--- src/rtl/cache_pkg.sv ---
// Shared widths and transfer states for the direct-mapped data cache.
// Address split is {tag, index, offset}; all widths derive from the four sizes below.
package cache_pkg;

  localparam int unsigned NUM_LINES   = 8;
  localparam int unsigned BLOCK_BYTES = 4;
  localparam int unsigned ADDR_W      = 8;
  localparam int unsigned DATA_W      = 8;

  localparam int unsigned INDEX_W  = $clog2(NUM_LINES);
  localparam int unsigned OFFSET_W = $clog2(BLOCK_BYTES);
  localparam int unsigned TAG_W    = ADDR_W - INDEX_W - OFFSET_W;
  localparam int unsigned BLOCK_W  = ADDR_W - OFFSET_W;
  localparam int unsigned LINE_W   = BLOCK_BYTES * DATA_W;

  // One cache line as an array of bytes.
  typedef logic [BLOCK_BYTES-1:0][DATA_W-1:0] line_t;

  // Memory-side sequencing states.
  typedef enum logic [1:0] {
    IDLE,
    WRITEBACK,
    FILL,
    GAP
  } state_t;

endpackage

--- src/rtl/block_transfer_unit.sv ---
// Moves one cache block as BLOCK_BYTES single-byte memory transactions,
// with a one-cycle request-free GAP after every byte so the memory re-arms.
// Ports:
//   clock, reset        clock, asynchronous active-high reset
//   start, direction    launch a block (direction 1 = write to memory, 0 = read)
//   block_address       {tag, index} of the block, latched at launch
//   line_data           line contents supplying write bytes
//   mem_*               registered memory request, address and write data; busywait in
//   busy                a block is in progress (including its gaps)
//   capture             read byte byte_index completes at this rising edge
//   done                final GAP of a block; start may chain the next block here
module block_transfer_unit
  import cache_pkg::*;
(
  input  logic                clock,
  input  logic                reset,
  input  logic                start,
  input  logic                direction,
  input  logic [BLOCK_W-1:0]  block_address,
  input  logic [LINE_W-1:0]   line_data,
  input  logic                mem_busywait,
  output logic                mem_read,
  output logic                mem_write,
  output logic [ADDR_W-1:0]   mem_address,
  output logic [DATA_W-1:0]   mem_writedata,
  output logic                busy,
  output logic                capture,
  output logic                done,
  output logic [OFFSET_W-1:0] byte_index
);

  state_t               state;
  logic                 write_q;
  logic [BLOCK_W-1:0]   block_q;
  logic [OFFSET_W-1:0]  count;
  line_t                line_bytes;
  logic                 launch;

  assign line_bytes = line_data;
  assign busy       = (state != IDLE);
  assign done       = (state == GAP) && (count == '0);
  assign capture    = (state == FILL) && !mem_busywait;
  assign byte_index = count;
  // A new block may begin from IDLE or straight out of the previous block's last gap.
  assign launch     = start && ((state == IDLE) || done);

  // Byte sequencer; count wraps to zero after the last byte, marking the phase end.
  always_ff @(posedge clock or posedge reset) begin
    if (reset) begin
      state         <= IDLE;
      write_q       <= 1'b0;
      block_q       <= '0;
      count         <= '0;
      mem_read      <= 1'b0;
      mem_write     <= 1'b0;
      mem_address   <= '0;
      mem_writedata <= '0;
    end else begin
      case (state)
        IDLE, GAP: begin
          if (launch) begin
            state         <= direction ? WRITEBACK : FILL;
            write_q       <= direction;
            block_q       <= block_address;
            count         <= '0;
            mem_read      <= !direction;
            mem_write     <= direction;
            mem_address   <= {block_address, OFFSET_W'(0)};
            mem_writedata <= line_bytes[0];
          end else if ((state == GAP) && (count != '0)) begin
            state         <= write_q ? WRITEBACK : FILL;
            mem_read      <= !write_q;
            mem_write     <= write_q;
            mem_address   <= {block_q, count};
            mem_writedata <= line_bytes[count];
          end else begin
            state <= IDLE;
          end
        end
        WRITEBACK, FILL: begin
          if (!mem_busywait) begin
            mem_read  <= 1'b0;
            mem_write <= 1'b0;
            count     <= count + OFFSET_W'(1);
            state     <= GAP;
          end
        end
        default: state <= IDLE;
      endcase
    end
  end

endmodule

--- src/rtl/data_cache_controller.sv ---
// Direct-mapped, write-back, write-allocate byte cache between the CPU
// load/store port and a byte-wide data memory. Hits are zero-wait; misses
// write back a dirty victim (if any) then fill the line one byte at a time.
// Ports:
//   clock, reset                    clock, asynchronous active-high reset
//   cpu_read, cpu_write             CPU request levels (both high = no request)
//   cpu_address, cpu_writedata      CPU byte address and store data
//   cpu_readdata, cpu_busywait      load data and stall (combinational)
//   mem_read, mem_write             memory requests (registered)
//   mem_address, mem_writedata      memory address and store data (registered)
//   mem_readdata, mem_busywait      memory load data and stall
module data_cache_controller
  import cache_pkg::*;
(
  input  logic              clock,
  input  logic              reset,
  input  logic              cpu_read,
  input  logic              cpu_write,
  input  logic [ADDR_W-1:0] cpu_address,
  input  logic [DATA_W-1:0] cpu_writedata,
  output logic [DATA_W-1:0] cpu_readdata,
  output logic              cpu_busywait,
  output logic              mem_read,
  output logic              mem_write,
  output logic [ADDR_W-1:0] mem_address,
  output logic [DATA_W-1:0] mem_writedata,
  input  logic [DATA_W-1:0] mem_readdata,
  input  logic              mem_busywait
);

  logic [NUM_LINES-1:0] valid;
  logic [NUM_LINES-1:0] dirty;
  logic [TAG_W-1:0]     tag_array  [NUM_LINES];
  line_t                data_array [NUM_LINES];

  logic [TAG_W-1:0]    tag;
  logic [INDEX_W-1:0]  index;
  logic [OFFSET_W-1:0] offset;
  line_t               line;
  logic [BLOCK_W-1:0]  block_address;
  logic [OFFSET_W-1:0] byte_index;
  logic request, hit, busy, capture, done, start, direction;
  logic write_hit, last_capture;

  assign {tag, index, offset} = cpu_address;
  assign line    = data_array[index];
  assign request = cpu_read ^ cpu_write;
  assign hit     = valid[index] && (tag_array[index] == tag);

  // Miss handling: launch from idle, or chain the fill out of the writeback's last gap.
  assign start         = request && !hit && (!busy || done);
  assign direction     = !busy && dirty[index];
  assign block_address = direction ? {tag_array[index], index} : {tag, index};

  assign write_hit    = cpu_write && !cpu_read && hit && !busy;
  assign last_capture = capture && (byte_index == OFFSET_W'(BLOCK_BYTES - 1));

  assign cpu_busywait = !reset && request && (busy || !hit);
  assign cpu_readdata = (cpu_read && !cpu_write && hit && !busy) ? line[offset] : '0;

  // Line status bits; the only cache state cleared by reset.
  always_ff @(posedge clock or posedge reset) begin
    if (reset) begin
      valid <= '0;
      dirty <= '0;
    end else if (last_capture) begin
      valid[index] <= 1'b1;
      dirty[index] <= 1'b0;
    end else if (write_hit) begin
      dirty[index] <= 1'b1;
    end
  end

  // Tag and data storage, not reset.
  always_ff @(posedge clock) begin
    if (capture) begin
      data_array[index][byte_index] <= mem_readdata;
      if (last_capture) begin
        tag_array[index] <= tag;
      end
    end else if (write_hit) begin
      data_array[index][offset] <= cpu_writedata;
    end
  end

  block_transfer_unit u_transfer (
    .clock         (clock),
    .reset         (reset),
    .start         (start),
    .direction     (direction),
    .block_address (block_address),
    .line_data     (line),
    .mem_busywait  (mem_busywait),
    .mem_read      (mem_read),
    .mem_write     (mem_write),
    .mem_address   (mem_address),
    .mem_writedata (mem_writedata),
    .busy          (busy),
    .capture       (capture),
    .done          (done),
    .byte_index    (byte_index)
  );

endmodule

--- config.mk ---
export PLATFORM = sky130hd
export DESIGN_NAME = data_cache_controller
export DESIGN_NICKNAME = d
export VERILOG_FILES = /design/src/rtl/cache_pkg.sv /design/src/rtl/block_transfer_unit.sv /design/src/rtl/data_cache_controller.sv
export SDC_FILE = /design/constraint.sdc
export NUM_CORES = 1
export LEC_CHECK = 0
export ABC_AREA = 1
export BUFFER_PORTS_ARGS = -buffer_cell sky130_fd_sc_hd__clkbuf_2
export CAP_MARGIN = 5
export CORE_UTILIZATION = 64
export CTS_BUF_LIST = sky130_fd_sc_hd__clkbuf_4 sky130_fd_sc_hd__clkbuf_8
export DETAILED_ROUTE_END_ITERATION = 8
export GPL_ROUTABILITY_DRIVEN = 0
export GPL_TIMING_DRIVEN = 0
export PLACE_DENSITY_LB_ADDON = 0.08
export SLEW_MARGIN = 20
export SYNTH_ARGS = -nofsm -noshare
export SYNTH_HDL_FRONTEND = slang
export SYNTH_HIERARCHICAL = 1
export SYNTH_SLANG_ARGS = --single-unit
--- constraint.sdc ---
create_clock -name clock -period 2.69 [get_ports clock]
set_input_delay 0.1345 -clock clock [delete_from_list [all_inputs] [get_ports clock]]
set_output_delay 0.1345 -clock clock [all_outputs]
set_load 0.01 [all_outputs]
Word level (Yosys, flattened, before mapping)
Memory sizes are Yosys's and may differ from the RTL's. Cells that the tools add are included.

Equal/unequal tests: 8. Reduce and logical (&&, ||, !) cells: 43. Mux-type cells: 78. $lt $le $gt $ge: 6. Add/sub/neg operators: 1. Bitwise logic cells: 37.

Operators by type and width (number): 8-bit 2-to-1 mux (11); 32-bit 2-to-1 mux (2); 1-bit 2-to-1 mux (46); 8-bit binary-select mux with 2-bit select (2); 8-bit demux with 2-bit select (2); 1-bit OR (32); 1-bit logical AND (20); 8-bit OR (2); 2-bit 2-to-1 mux (7); 8-bit bitwise AND (1); 1-bit zero test (8); 8-bit NOT (1); 2-bit case mux with 2 select lines (2); 2-bit AND reduction (4); 2-bit nonzero test (4); 1-bit binary-select mux with 3-bit select (2); 2-bit equality test, second input constant (3); 2-bit by 3-bit < comparator with 1-bit output, second input constant (2); 6-bit 2-to-1 mux (1); 2-bit by 1-bit greater-or-equal comparator with 1-bit output, second input constant (2); 2-bit zero test (2); 3-bit by 4-bit < comparator with 1-bit output, second input constant (1); 1-bit case mux with 2 select lines (2); 2-bit OR reduction (2); other kinds (10) (12).

Register bits after elaboration: 45. Bits in writable memories: 280. Memories: 2. Input bits: 29.

Memory list: data_array (depth 8, bits a word 32, read ports 1, clocked after memory_dff 0, write ports 1, RTL line data_cache_controller.sv:34) `line_t data_array [NUM_LINES];`; tag_array (depth 8, bits a word 3, read ports 1, clocked after memory_dff 0, write ports 1, RTL line data_cache_controller.sv:33) `logic [TAG_W-1:0] tag_array [NUM_LINES];`.

Logic depth before layout (Yosys ltp)
Gate-level depths: netlist (run 1).

Depth in word-level cells: 9. Depth in mapped cells: 17. Gate-level depth less buffers: 16.

By module
Netlist (run 1), hierarchy kept.

Modules (own cells, without submodules): data_cache_controller (area an instance 12284.3 µm², instances 1, seq. area each 8808.4 µm², cells an instance 1020); block_transfer_unit (area an instance 1745.4 µm², instances 1, seq. area each 725.7 µm², cells an instance 249).

Worst setup path before layout (run 1)
No wires, ideal clock.

Path kind: input -> register. From: input cpu_address[4]. To: memory data_array[7][24] (netlist bit), enable pin. Data required time: 2.315 ns. Stages on the path: 13. Slack: 0.267 ns. Library setup time: 0.375 ns. Arrival: 2.048 ns. Path buffers: 2. Path through: buf_2 -> nor2_1 -> nand3_1 -> nand2_1 -> nor2_1 -> nand2_1 -> nand2_1 -> nor2_2 -> nand3_2 -> nor2_8 -> nand3_4 -> buf_6 -> a21oi_1.

Word-level cells in the longest chain between the ends: 9. Elaborated cells on any way between the ends: 11. Those cells by class: eq/ne: 1; mux: 5; bitwise: 1; reduce/logical: 3; memory: 1.

RTL lines: start, declared (RTL line data_cache_controller.sv:19) `input logic [ADDR_W-1:0] cpu_address,`; memory read 8 x 3 bit / 1-bit binary-select mux with 3-bit select (equally long branches); 3-bit equality test / 1-bit 2-to-1 mux (equally long branches) (RTL line data_cache_controller.sv:48) `assign hit = valid[index] && (tag_array[index] == tag);`; 1-bit logical AND (RTL line data_cache_controller.sv:48); 1-bit logical AND (2 in series) (RTL line data_cache_controller.sv:55) `assign write_hit = cpu_write && !cpu_read && hit && !busy;`; 1-bit 2-to-1 mux (RTL line data_cache_controller.sv:81) `end else if (write_hit) begin`; 1-bit 2-to-1 mux (RTL line data_cache_controller.sv:76) `if (capture) begin`; 32-bit 2-to-1 mux (not written as such) (RTL line data_cache_controller.sv:82) `data_array[index][offset] <= cpu_writedata;`; 1-bit OR (no line); end, declared (RTL line data_cache_controller.sv:34).

Parallel ways exist; a longest one is shown, timed or not. The select of a mux whose other input is x is not followed.

==> results by group, run 1 <==
Run status
  – Status: finished, violations left
  – Failing checks: setup timing

Setup path
  – Top Family by Delay on Critical Path: simple AND/OR/NAND/NOR gates
  – FF-to-FF path depth: 13
  – CP Depth: 13
  – CP dominant cell by count: nand2_1
  – CP max stage delay: 0.31 ns
  – Crit. End Element: output pin
  – Critical path class: in -> out
  – CP Cell Sequence: clkbuf_2 > clkbuf_4 > nand3_4 > inv_1 > clkbuf_4 > nand2_1 > and3_1 > nand4_1 > nand2_1 > nand2_1 > nor2_1 > nor2_1 > clkbuf_2
  – Critical path origin: cpu_address[2]
  – CP bufs+invs: 5
  – Critical path capture point: cpu_readdata[1]
  – Setup slack, reg-to-reg: 0.06 ns
  – RR Startpoint: tag_array[0][2]$_DFFE_PP_
  – Worst r2r dst: data_array[6][19]$_DFFE_PP_
  – Arrival time of the worst setup path: 2.61 ns
  – Critical path peak fanout: 10
  – Worst path slowest cell: clkbuf_4
  – WP data required: 2.56 ns
  – Worst setup SP type: primary input

Global route
  – Largest net degree at the start of global routing: 30
  – GRT Resource Usage Total: 35.28%
  – Number of global-route vias before repair: 9623
  – Initial antenna violation count: 0
  – First-pass GRT wire length: 56510 microns
  – Grt total ovfl: 0

Timing
  – Relative slew slack: 41.90%
  – Setup clock skew after layout: 0.02641 ns
  – WHS: 0.04202 ns
  – Fmax achieved: 364.7 MHz
  – Final setup fails: 4
  – Crit share post-route: 101.9%
  – Worst slew pin tran: 0.8683 ns
  – Worst setup margin: -0.05224 ns
  – Minimum clock period: 2.742 ns
  – Fin. max-slew vios: 0
  – Final hold viol count: 0

Route
  – Total wire length: 42330 microns
  – DR vias: 10950
  – Drt wl/cell: 24.37 microns
  – DRC violations left: 0
  – Drt initial violations: 1513
  – Post-route ant nets: 0
  – Via density: 6.303
  – Initial DRT Pass Iterations: 6

Yosys
  – Synth unique cells: 38
  – Post-synthesis sequential area ratio: 67.96%
  – #FFs+latches synth: 325
  – Average size of a mapped cell: 11.06 sq um
  – Netlist Area Pre-Place: 14030 sq um
  – Synth Warn #: 6
  – Syn Inst Count: 1269
  – Share of the synthesized area in the top cell type: 59.93%
  – Yosys top cell by area: edfxtp_1
  – Top post-synthesis cells by area: edfxtp_1 60%, nand2_1 12%, dfrtp_1 8.0%
  – Post-Syn Nets: 1304

Finish
  – Fill cells: 1302
  – Final net count: 1458
  – Proportion of layout cells with a drive suffix above 1: 20.93%
  – Finished Cell Area: 16880 sq um
  – Area grow syn2layout: 20.31%
  – Diodes inserted: 0
  – Layout Utilization: 79.29%

Hold path
  – Worst min-delay path class: in -> reg

CTS
  – Deepest clock path buffer count: 3
  – CTS tree: done
  – Root buffer cell: clkbuf_8
  – Skew-Pair Late Insertion Delay: 0.63 ns
  – Clk sinks: 325
  – H-Tree Depth: 2
  – Total CTS buffers: 50
  – Clk slew on worst S/H paths: 0.05 ns

Pwr
  – Worst vdd rail ir drop: 0.4765 mV
  – Clock power share: 32.9%
  – P_sw: 3.739 mW
  – Int Power: 8.657 mW
  – Combinational share of power: 19.2%
  – Switching share of power: 30.16%
  – Pwr per Cell Area: 734.4 nW/um^2
  – Share of power burned in registers: 47.9%
  – Pleak: 6.642 nW

Floorplanning
  – DIE WIDTH: 150.1 microns
  – I/O pin count: 56
  – Die Ht: 150.1 microns
  – Initial core utilization: 65.91%
  – DIE AREA: 22520 sq um
  – Std-Cell Rows: 53
  – Core footprint: 21290 sq um

Job
  – Max-Cap Viols: 0

Placement
  – Post-Place Cell Area: 14650 sq um
  – Port buffer count: 55
  – Detailed placer's ending HPWL: 25270 microns
## placed cells by master, fill, tap and decap left out, types with 3 or more instances in the layout
cell and n:
nand2_1 435, edfxtp_1 280, inv_1 76, nor2_1 67
clkbuf_2 67, nand4_1 56, clkbuf_8 50, nand3_1 46
dfrtp_1 45, a22oi_1 38, a21oi_4 32, buf_12 32
clkbuf_4 29, o21ai_0 16, a21oi_1 15, a221oi_1 15
clkinv_1 15, buf_4 13, buf_2 12, buf_6 10
a22o_1 10, inv_2 9, clkbuf_1 8, nor2_2 8
and3_1 8, nand3_4 7, dlygate4sd3_1 7, nand3_2 6
or2_2 6, ha_1 6, o21ai_2 6, nand3b_1 4
nor2_4 3, clkinvlp_4 3, clkinv_2 3
## how the worst min path moves through the flow
stage / start / end / slack [ns] / depth (start not counted)
floorplan: reset / asynchronous set/reset pin / 0.05 / 1
global placement: reset / valid[7]$_DFFE_PP0P_ / 0.26 / 2
detailed placement: reset / valid[6]$_DFFE_PP0P_ / 0.26 / 2
CTS: cpu_address[3] / u_transfer/block_q[1]$_DFFE_PP0P_ / 0.02 / 3
global route: cpu_address[3] / u_transfer/block_q[1]$_DFFE_PP0P_ / 0.03 / 3
finish: cpu_address[3] / u_transfer/block_q[1]$_DFFE_PP0P_ / 0.04 / 3
## through the flow
stage	total power, mW	cells	setup WS, ns	TNS [ns]
3_5_place_dp	8.157	1599	-0.8280	-179.85
5_1_grt	12.84	1737	-0.06778	-0.5473
4_1_cts	12.14	1697	-0.1238	-6.119
3_3_place_gp	8.108	1599	-0.8289	-167.64
2_1_floorplan	7.469	1269	0.2667	0
6_report	12.40	1737	-0.05224	-0.1142
## tightest hold or removal path, delay by kind of cell
kind	cells	cell delay, ns
buf+inv	2	0.39
compound gates	1	0.08
## Yosys cell counts
master     number
nand2_1       435
edfxtp_1      280
inv_1          77
nor2_1         73
nand4_1        56
nand3_1        51
a21oi_1        45
dfrtp_1        45
a22oi_1        38
clkbuf_1       29
o21ai_0        16
a221oi_1       15
buf_2          14
a22o_1         10
buf_6           9
and3_1          8
inv_2           8
ha_1            6
o21ai_2         6
or2_2           6
a21oi_2         4
clkinv_1        4
nand3_2         4
nand3_4         4
nand3b_1        4
nor2_2          4
a211oi_1        2
buf_4           2
nand2_2         2
nand2_4         2
o21ai_1         2
o22ai_1         2
buf_1           1
nor2_4          1
nor2_8          1
nor3_1          1
o2111ai_1       1
o21bai_1        1
## power by group through the flow
stage | logic (mW) | registers (mW) | clock network (mW)
final | 2.38 | 5.94 | 4.07
after global routing | 2.58 | 5.97 | 4.29
after CTS | 2.20 | 5.93 | 4.01
after detailed placement | 2.13 | 6.03 | 0
after global placement | 2.08 | 6.02 | 0
after floorplan | 1.42 | 6.05 | 0
## what timing repair did
| action | 4_1_cts | 5_1_grt |
|---|---|---|
| hold buffers | 7 | 0 |
| pin swaps | 1 | 34 |
| endpoints found under the setup margin | 264 | 507 |
| endpoints found under the hold margin | 76 | 0 |
| setup buffers | 0 | 40 |
| resized for setup | 85 | 38 |
## per-layer routing
layer	GRT usage, %	part of all wire, %	vias to the layer above	wire (microns)
met5	0	0	-	0
met4	19.04	6.7	0	2856
met3	9.573	14	247	5744
met2	53.54	45	865	18850
met1	46.63	35	5088	14880
li1	-	-	4748	-
## state kept, by name, summed over array words and instances, names as in the netlist, named ones only
register                  count
data_array                  256
tag_array                    24
u_transfer/mem_address        8
u_transfer/mem_writedata      8
valid                         8
u_transfer/block_q            6
u_transfer/byte_index         2
u_transfer/state              2
u_transfer/mem_read           1
u_transfer/mem_write          1
u_transfer/write_q            1
## cell families after synthesis
logic type | Yosys count | share of synthesized area [%]
buf+inv | 144 | 4.513
fa+ha+maj | 6 | 0.5351
simple gates | 652 | 20.22
flops | 325 | 67.96
compound gates | 142 | 6.778
## cell type report
cell class              instances  area, sq um  area share, %
plain buffers                  55        356.6          2.113
clock buffers                  72        853.3          5.056
multi-input cells             800         4293          25.43
clock inverters                19        113.9         0.6746
inverters                      89        337.8          2.001
well taps                     275        344.1          2.039
flip-flops and latches        325         9534          56.49
repair buffers                102         1046          6.197
(Power assumes the default switching activity.)
==> inputs of run 2 (changes only) <==
- BUFFER_PORTS_ARGS: -buffer_cell sky130_fd_sc_hd__clkbuf_2 -> -buffer_cell sky130_fd_sc_hd__buf_2
==> run 2 against run 1 <==
  * The flow still finishes with violations (setup timing)
  * Largest power group unchanged
  * Wire length fell by 0.94%
  * First-iteration DRC count is 2.9% lower
  * Global-route usage rose by 0.30 points
  * Critical endpoint is now cpu_readdata[3]
  * Combinational power about the same
  * Count of clock-buffer cells in the layout shrank 13
  * Die area stayed put
  * Fmax shrank 5.1%
==> results by group, run 2 (synthesized netlist as in run 1, its figures left out) <==
CTS
  – Skew-Pair Late Insertion Delay: 0.60 ns (was 0.63 ns)
  – H-Tree Depth: 2 (unchanged)
  – CTS tree: done (unchanged)
  – Total CTS buffers: 50 (unchanged)
  – Root buffer cell: clkbuf_8 (unchanged)
  – Deepest clock path buffer count: 3 (unchanged)
  – Clk slew on worst S/H paths: 0.06 ns (was 0.05 ns)
  – Clk sinks: 325 (unchanged)

Global route
  – Largest net degree at the start of global routing: 30 (unchanged)
  – GR Util met1: 46.66% (was 46.63%)
  – Initial antenna violation count: 0 (unchanged)
  – GRT Resource Usage Total: 35.59% (was 35.28%)
  – GRT busiest layer: met2 (unchanged)
  – Grt total ovfl: 0 (unchanged)
  – Met2 usage: 54.56% (was 53.54%)
  – Met3 Use GR: 9.939% (was 9.573%)
  – Number of global-route vias before repair: 9594 (was 9623)
  – First-pass GRT wire length: 56570 microns (was 56510 microns)

Placement
  – Port buffer count: 55 (unchanged)
  – Detailed placer's ending HPWL: 25370 microns (was 25270 microns)
  – Post-Place Cell Area: 14650 sq um (unchanged)
  – Placed cells: 1599 (unchanged)

Finish
  – Non-filler cells, final: 1733 (was 1737)
  – Most frequent cells in the layout: 434 x nand2_1, 280 x edfxtp_1, 75 x inv_1 (was 435 x nand2_1, 280 x edfxtp_1, 76 x inv_1)
  – Layout Utilization: 79.58% (was 79.29%)
  – FF+latch area: 9534 sq um (unchanged)
  – Fill cells: 1236 (was 1302)
  – Finished Cell Area: 16940 sq um (was 16880 sq um)
  – Commonest non-fill, non-tap cell in the layout: nand2_1 (unchanged)
  – Top Registers: data_array (256), tag_array (24) (unchanged)
  – Max reg flops: 256 (unchanged)
  – Diodes inserted: 0 (unchanged)
  – Multi-input logic area: 4275 sq um (was 4293 sq um)
  – Final net count: 1461 (was 1458)
  – Proportion of layout cells with a drive suffix above 1: 20.71% (was 20.93%)
  – Area grow syn2layout: 20.74% (was 20.31%)
  – Most flops, register: data_array (unchanged)

Route
  – Total wire length: 41930 microns (was 42330 microns)
  – DRC violations left: 0 (unchanged)
  – DR vias: 10930 (was 10950)
  – Post-route ant nets: 0 (unchanged)
  – Via density: 6.309 (was 6.303)
  – Initial DRT Pass Iterations: 7 (was 6)
  – Drt initial violations: 1469 (was 1513)
  – Drt wl/cell: 24.19 microns (was 24.37 microns)

Setup path
  – CP bufs+invs: 5 (unchanged)
  – Arrival time of the worst setup path: 2.76 ns (was 2.61 ns)
  – Worst setup SP type: primary input (unchanged)
  – CP dominant cell by count: nand2_1 (unchanged)
  – Critical path peak fanout: 10 (unchanged)
  – Top Family by Delay on Critical Path: simple AND/OR/NAND/NOR gates (unchanged)
  – Critical path class: in -> out (unchanged)
  – Worst path slowest cell: clkbuf_2 (was clkbuf_4)
  – Crit. End Element: output pin (unchanged)
  – CP max stage delay: 0.45 ns (was 0.31 ns)
  – CP Cell Sequence: buf_2 > clkbuf_4 > inv_2 > nand2_1 > nor2_2 > clkbuf_2 > nand2_1 > nand4_1 > nand3b_1 > nand2_1 > nand2_1 > nor2_1 > nor2_1 > buf_2 (was clkbuf_2 > clkbuf_4 > nand3_4 > inv_1 > clkbuf_4 > nand2_1 > and3_1 > nand4_1 > nand2_1 > nand2_1 > nor2_1 > nor2_1 > clkbuf_2)
  – WP data required: 2.56 ns (about the same)

Pwr
  – Worst vdd rail ir drop: 0.6904 mV (was 0.4765 mV)
  – Pwr per Cell Area: 754.7 nW/um^2 (was 734.4 nW/um^2)
  – Total Power: 12.78 mW (was 12.40 mW)
  – Pleak: 6.692 nW (was 6.642 nW)

Timing
  – Fin. max-slew vios: 0 (unchanged)
  – Setup clock skew after layout: 0.01934 ns (was 0.02641 ns)
  – Relative slew slack: 38.28% (was 41.90%)
  – RSZ-0062 raised after global routing: true
  – Crit share post-route: 107.4% (was 101.9%)
  – Final hold viol count: 0 (unchanged)
  – Worst setup margin: -0.2002 ns (was -0.05224 ns)
  – Worst slew pin tran: 0.9224 ns (was 0.8683 ns)
  – Final setup fails: 4 (unchanged)
  – WHS: 0.09324 ns (was 0.04202 ns)
  – Minimum clock period: 2.890 ns (was 2.742 ns)
  – Fmax achieved: 346.0 MHz (was 364.7 MHz)

Run status
  – Status: finished, violations left (unchanged)
  – Failing checks: setup timing (unchanged)

Floorplanning
  – Initial core utilization: 65.91% (unchanged)
  – DIE AREA: 22520 sq um (unchanged)
  – Core footprint: 21290 sq um (unchanged)
  – Std-Cell Rows: 53 (unchanged)
  – DIE WIDTH: 150.1 microns (unchanged)
  – Die Ht: 150.1 microns (unchanged)
  – I/O pin count: 56 (unchanged)

Hold path
  – Worst min-delay path class: in -> reg (unchanged)

Job
  – Max-Cap Viols: 0 (unchanged)
run 2: changes by cell type in the layout (fill, tap and decap cells not counted), moves of 3 or more:
cell,delta
buf_4,+4
clkinv_2,+3
bufinv_16,+6
buf_2,+55
clkbuf_4,-15
buf_12,-3
clkbuf_2,-52
run 2: final timing paths:
path / from / to / slack, ns / cells after the start
max in group asynchronous: reset / valid[5]$_DFFE_PP0P_ / 2.06 / 3
max: cpu_address[4] / cpu_readdata[3] / -0.20 / 14
min: mem_readdata[4] / data_array[2][12]$_DFFE_PP_ / 0.09 / 3
min in group asynchronous: reset / u_transfer/mem_write$_DFFE_PP0P_ / 0.20 / 3
min reg2reg: u_transfer/mem_writedata[6]$_DFFE_PP0P_ / u_transfer/mem_writedata[6]$_DFFE_PP0P_ / 0.47 / 2
max reg2reg: tag_array[4][1]$_DFFE_PP_ / data_array[1][1]$_DFFE_PP_ / 0.03 / 13
run 2: layer usage:
layer  share of wire (%)  wire length, microns
met1                  35                 14830
met3                  14                  5869
met5                   0                     0
met2                  45                 18990
met4                 5.3                  2236
run 2: layout make-up:
class                      count  share of cell area (%)
clock buffer                  59                   4.498
multi-input combinational    800                   25.24
inverter                      89                   2.009
sequential                   325                   56.28
tap                          275                   2.031
clock inverter                25                   1.736
buffer                        55                   2.105
timing repair buffer         105                   6.101
run 2: what timing repair did:
action                                  4_1_cts  5_1_grt
endpoints found under the setup margin      255      504
resized for setup                            86       33
endpoints found under the hold margin        76        0
buffers inserted                              0       42
hold buffers                                  8        0
pin swaps                                     0       31
run 2: worst min-delay path, stage by stage:
cell and delay [ns]:
buf_2 0.15, nand2_1 0.07, nand2_1 0.18
run 2: through the flow:
stage / setup TNS [ns] / setup WS, ns
floorplan: 0 / 0.2667
global placement: -165.78 / -0.7647
detailed placement: -176.74 / -0.8505
CTS: -1.902 / -0.1307
global route: -7.413 / -0.1862
finish: -0.3778 / -0.2002
run 2: where the power goes:
| part | switching, mW | internal (mW) |
|---|---|---|
| registers | 0.158 | 5.78 |
| clock network | 1.93 | 2.54 |
| logic | 1.63 | 0.752 |
